File: src/rtl/stream_pkg.sv
`default_nettype none
// ============================================================================
//  Module      : stream_pkg
//  Description : Shared constants and helpers for req/ack stream blocks.
//  Revision    : 1.0 - initial release
// ============================================================================
package stream_pkg;

    localparam int   C_DW_DEFAULT = 8;
    localparam logic C_REQ_ON     = 1'b1;
    localparam logic C_ACK_ON     = 1'b1;

    // Source-index width for n channels; never narrower than one bit.
    function automatic int src_width(input int n);
        return (n > 1) ? $clog2(n) : 1;
    endfunction

endpackage
`default_nettype wire

File: src/rtl/rr_pick.sv
`default_nettype none
// ============================================================================
//  Module      : rr_pick
//  Description : Combinational round-robin picker, first request at or after ptr.
//  Revision    : 1.0 - initial release
// ============================================================================
module rr_pick #(
    parameter int N  = 4,
    parameter int SW = 2
)(
    input  logic [N-1:0]  req,
    input  logic [SW-1:0] ptr,
    output logic [N-1:0]  win,
    output logic [SW-1:0] index,
    output logic          any
);

    int w_k;

    always_comb begin
        win   = '0;
        index = '0;
        any   = 1'b0;
        w_k   = 0;
        for (int i = 0; i < N; i++) begin
            w_k = int'(ptr) + i;
            if (w_k >= N) w_k = w_k - N;
            if (!any && req[w_k]) begin
                win[w_k] = 1'b1;
                index    = SW'(w_k);
                any      = 1'b1;
            end
        end
    end

endmodule
`default_nettype wire

File: src/rtl/stream_merge.sv
`default_nettype none
// ============================================================================
//  Module      : stream_merge
//  Description : N-to-1 round-robin req/ack merge with one-entry output buffer.
//                Optional packet lock: define STREAM_MERGE_PKT_LOCK_EN.
//  Revision    : 1.0 - initial release
// ============================================================================
module stream_merge
    import stream_pkg::*;
#(
    parameter int dw = C_DW_DEFAULT,
    parameter int N  = 4,
    parameter int SW = src_width(N)
)(
    input  logic            clk,
    input  logic            rstn,
    input  logic [N*dw-1:0] d_in,
    input  logic [N-1:0]    last_in,
    input  logic [N-1:0]    req_in,
    output logic [N-1:0]    ack_in,
    output logic [dw-1:0]   d_out,
    output logic            last_out,
    output logic [SW-1:0]   src_out,
    output logic            req_out,
    input  logic            ack_out
);

    localparam logic [SW-1:0] C_LAST_IDX = SW'(N - 1);

    logic [N-1:0]  w_pick_req;
    logic [N-1:0]  w_win;
    logic [SW-1:0] w_idx;
    logic          w_any;
    logic          w_space;
    logic          w_in_xfer;
    logic [SW-1:0] w_ptr_adv;

    logic          r_valid;
    logic [dw-1:0] r_d;
    logic          r_last;
    logic [SW-1:0] r_src;
    logic [SW-1:0] r_ptr;

`ifdef STREAM_MERGE_PKT_LOCK_EN
    logic          r_lock;
    logic [SW-1:0] r_lock_id;

    // While a packet is open only its owner is visible to the picker.
    assign w_pick_req = r_lock ? (req_in & (N'(1) << r_lock_id)) : req_in;
`else
    assign w_pick_req = req_in;
`endif

    rr_pick #(
        .N  (N),
        .SW (SW)
    ) u_pick (
        .req   (w_pick_req),
        .ptr   (r_ptr),
        .win   (w_win),
        .index (w_idx),
        .any   (w_any)
    );

    // Grants are held off while reset is asserted so no producer sees a lost ack.
    assign w_space   = ~r_valid | ack_out;
    assign w_in_xfer = w_any & w_space & rstn;
    assign ack_in    = w_win & {N{w_space & rstn}};
    assign w_ptr_adv = (w_idx == C_LAST_IDX) ? '0 : w_idx + 1'b1;

    always_ff @(posedge clk or negedge rstn) begin
        if (!rstn) begin
            r_valid   <= 1'b0;
            r_d       <= '0;
            r_last    <= 1'b0;
            r_src     <= '0;
            r_ptr     <= '0;
`ifdef STREAM_MERGE_PKT_LOCK_EN
            r_lock    <= 1'b0;
            r_lock_id <= '0;
`endif
        end else if (w_in_xfer) begin
            r_valid <= 1'b1;
            r_d     <= d_in[w_idx*dw +: dw];
            r_last  <= last_in[w_idx];
            r_src   <= w_idx;
`ifdef STREAM_MERGE_PKT_LOCK_EN
            if (last_in[w_idx]) begin
                r_lock <= 1'b0;
                r_ptr  <= w_ptr_adv;
            end else begin
                r_lock    <= 1'b1;
                r_lock_id <= w_idx;
            end
`else
            r_ptr   <= w_ptr_adv;
`endif
        end else if (ack_out) begin
            r_valid <= 1'b0;
        end
    end

    assign req_out  = r_valid;
    assign d_out    = r_d;
    assign last_out = r_last;
    assign src_out  = r_src;

endmodule
`default_nettype wire
File: config.mk
export PLATFORM = sky130hd
export DESIGN_NAME = stream_merge
export DESIGN_NICKNAME = d
export VERILOG_FILES = /design/src/rtl/stream_pkg.sv /design/src/rtl/rr_pick.sv /design/src/rtl/stream_merge.sv
export SDC_FILE = /design/constraint.sdc
export NUM_CORES = 1
export LEC_CHECK = 0
export CORE_MARGIN = 3
export CORE_UTILIZATION = 38
export CTS_CLUSTER_SIZE = 20
export DETAILED_ROUTE_END_ITERATION = 16
export GPL_ROUTABILITY_DRIVEN = 0
export PLACE_DENSITY_LB_ADDON = 0.1
export SYNTH_ARGS = -nofsm -noshare
export SYNTH_HDL_FRONTEND = slang
export SYNTH_SLANG_ARGS = --single-unit
File: constraint.sdc
create_clock -name clk -period 7.2 [get_ports clk]
set_input_delay 0.72 -clock clk [delete_from_list [all_inputs] [get_ports clk]]
set_output_delay 0.72 -clock clk [all_outputs]
set_load 0.05 [all_outputs]
==> flow_summary_export.csv <==
group,metric,value,unit
run_status,status,"finished, final reports clean",
yosys,synth.distinct_cells,45,
global_routing,antenna_found_initial,0,
sta,hold_viol,0,
sta,fmax,217,MHz
hold_path,hp-class,"reg -> reg",
sta,worstMarginPinSlew,0.776,ns
cts,cts_resized,0,
global_routing,track_usage,18.7,%
routing,final_antenna_net_count,0,
cts,cts-root-buf,"clkbuf_4",
yosys,synthArstFlopShare,100,%
routing,drt-wirelength-per-cell,15.3,um
cts,htreeDepth,1,
critical_path,reg2reg_from,"r_ptr[0]",
yosys,synth_top_cell_by_area,"dfrtp_1",
global_routing,grt_remaining_overflow,0,
cts,cts_buffers,3,
floorplanning,die_x,65.7,um
yosys,ys_ff_latch,14,
yosys,synth_top_area_share,25.9,%
pwr,ir_worst_vdd,0.000205,V
cts,clkSinkCount,14,
pwr,switching_share,51.6,%
routing,initialDrtViolationCount,169,
critical_path,endpoint_kind,"output pin",
sta,skew,0.00559,ns
critical_path,r2r-end,"d_out[7]",
placed_design,dp_hpwl,2.96,mm
sta,rsz0062_at_grt,"false",
yosys,ys_seq_area_share,25.9,%
floorplanning,die_area,4320,um^2
yosys,postSynthCellCount,157,
yosys,synth_ff_type,"dfrtp_1",
sta,period_minus_slack,4.62,ns
global_routing,grt_max_degree,18,
sta,finalSetupTns,0,ns
hold_path,whs_endpoint,"src_out[1]",
final_layout,area_growth,44.4,%
pwr,power_frac_seq,18.5,%
flow_run,cap_violations,0,
floorplanning,core,3390,um^2
pwr,p_leak,0.796,nW
critical_path,r2r_cells,7,
floorplanning,initial_core_util,40.0,%
global_routing,grt_pass1_vias,1366,
yosys,synth_area_per_cell,8.63,um^2
cts,cts_tree,"built",
critical_path,critPathRequiredTime,6.48,ns
pwr,pwr-share-comb,74.4,%
pwr,p_per_area,422,nW/um^2
yosys,synth_most_common_cell,"nand2_1",
critical_path,critPathKind,"reg -> out",
sta,setup_slack,2.58,ns
pwr,p_sw,426,uW
critical_path,rrSetupSlack,4.00,ns
yosys,yosys-top-cells-count,"nand2_1, dfrtp_1, mux2i_1",
routing,viasPerCell,5.49,
routing,vias,1379,
placed_design,port_buffers,58,
placed_design,preCtsSetupSlack,2.96,ns
pwr,clkPwrFrac,7.1,%
sta,worst_slew_margin_rel,48.2,%
final_layout,drive_gt1_share,7.80,%
yosys,synth-warning-count,0,
floorplanning,rows,21,
sta,post-route-period-util,64.1,%
cts,cts_setup_buffers,0,
floorplanning,pin_count,59,
final_layout,nets,254,
yosys,syn-num-nets,205,
cts,ctsLongestPathBuffers,2,
routing,first_pass_iters,4,
global_routing,grt_pass1_wl,6.39,mm
hold_path,hp-start,"src_out[1]",
cts,clkTransAtPathRegs,0.09,ns
critical_path,worstPathMaxFanout,17,
cts,clk_latency,0.28,ns
critical_path,worstSetupStartpointType,"flip-flop",
sta,drv_slew,0,
yosys,synth.area.top_cells,"dfrtp_1, mux2i_1, nand2_1",
yosys,synth_edf_count,0,
sta,setup-violations-final,0,
floorplanning,die_h,65.7,um
routing,drcViolationCount,0,
routing,drt-total-wl,3.84,mm
hold_path,hold_depth,2,
yosys,netlist_area,1360,um^2
critical_path,arrival,3.90,ns
pwr,internal_power,400,uW
cts,postCtsHoldBufs,0,
final_layout,antenna_cells,0,
## per-stage QoR
step / power (mW) / std cells / cell area (um^2) / hold WS [ns] / util, %
after detailed placement: 0.768 / 247 / 1920 / 0.473 / 56.7
after global placement: 0.755 / 247 / 1920 / 0.464 / 56.7
after floorplan: 0.625 / 157 / 1360 / 0.424 / -
after CTS: 0.827 / 251 / 1960 / 0.489 / 57.7
after global routing: 0.886 / 251 / 1960 / 0.513 / 57.7
final: 0.826 / 251 / 1960 / 0.482 / 57.7
## worst max path at each step
stage | startpoint | endpoint | slack, ns
global placement | req_in[0] | ack_in[2] | 3.10
finish | r_ptr[0] | ack_in[1] | 2.58
global route | r_ptr[0] | ack_in[1] | 2.37
floorplan | r_ptr[0] | ack_in[0] | 3.34
CTS | r_ptr[0] | ack_in[1] | 2.64
detailed placement | r_ptr[0] | ack_in[1] | 2.96
## routing by layer
| layer | track usage (%) | share of wire (%) |
|---|---|---|
| met5 | 0 | 0 |
| met4 | 6.22 | 1.3 |
| met3 | 3.59 | 6.4 |
| met1 | 24.2 | 43 |
| met2 | 31.0 | 49 |
## critical path, stage by stage, from the launching register on
cell	delay, ns
dfrtp_1	0.75
inv_1	0.20
ha_1	0.54
mux4_2	0.61
nor2_1	0.26
a22o_1	0.17
mux2i_1	0.06
a21oi_1	0.17
clkdlybuf4s50_1	0.85
## cell usage in the layout (no fill, tap or decap), types with 3 or more instances in the layout
| cell type | instances |
|---|---|
| clkdlybuf4s50_1 | 58 |
| nand2_1 | 17 |
| mux2i_1 | 14 |
| dfrtp_1 | 14 |
| nand3_1 | 11 |
| nor2_1 | 9 |
| o21ai_0 | 9 |
| a21oi_1 | 8 |
| o221a_1 | 5 |
| ha_1 | 5 |
| a22o_1 | 4 |
| o211ai_1 | 4 |
| nand2b_1 | 3 |
| mux2_4 | 3 |
| and3_1 | 3 |
| a21boi_0 | 3 |
| clkbuf_4 | 3 |
## cell families (layout without fill, tap and decap cells)
kind of cell | Yosys count | count (layout) | synth area share (%)
xor+xnor | 1 | 1 | 0.646
mux | 22 | 22 | 18.7
flops | 14 | 14 | 25.9
simple gates | 54 | 54 | 19.6
buf+inv | 17 | 65 | 6.19
compound gates | 44 | 44 | 24.5
fa+ha+maj | 5 | 5 | 4.62
## flip-flops by register name, summed over array words and instances, names as in the netlist
name      flops
d_out         8
src_out       2
last_out      1
req_out       1
r_ptr         2
## power groups by stage
stage | clock [mW] | combinational [mW] | sequential, mW
after floorplan | 0 | 0.384 | 0.241
after global placement | 0 | 0.603 | 0.152
after detailed placement | 0 | 0.614 | 0.154
after CTS | 0.0586 | 0.616 | 0.153
after global routing | 0.0613 | 0.666 | 0.159
final | 0.0589 | 0.615 | 0.153
## cell type report
type                       count  area, um^2
fill                         301        1430
multi-input combinational    126         921
timing repair buffer          58         581
sequential                    14         350
tap                           46        57.6
clock buffer                   4        36.3
inverter                       3        11.3
Note: power is estimated with default switching activity, not from simulation.
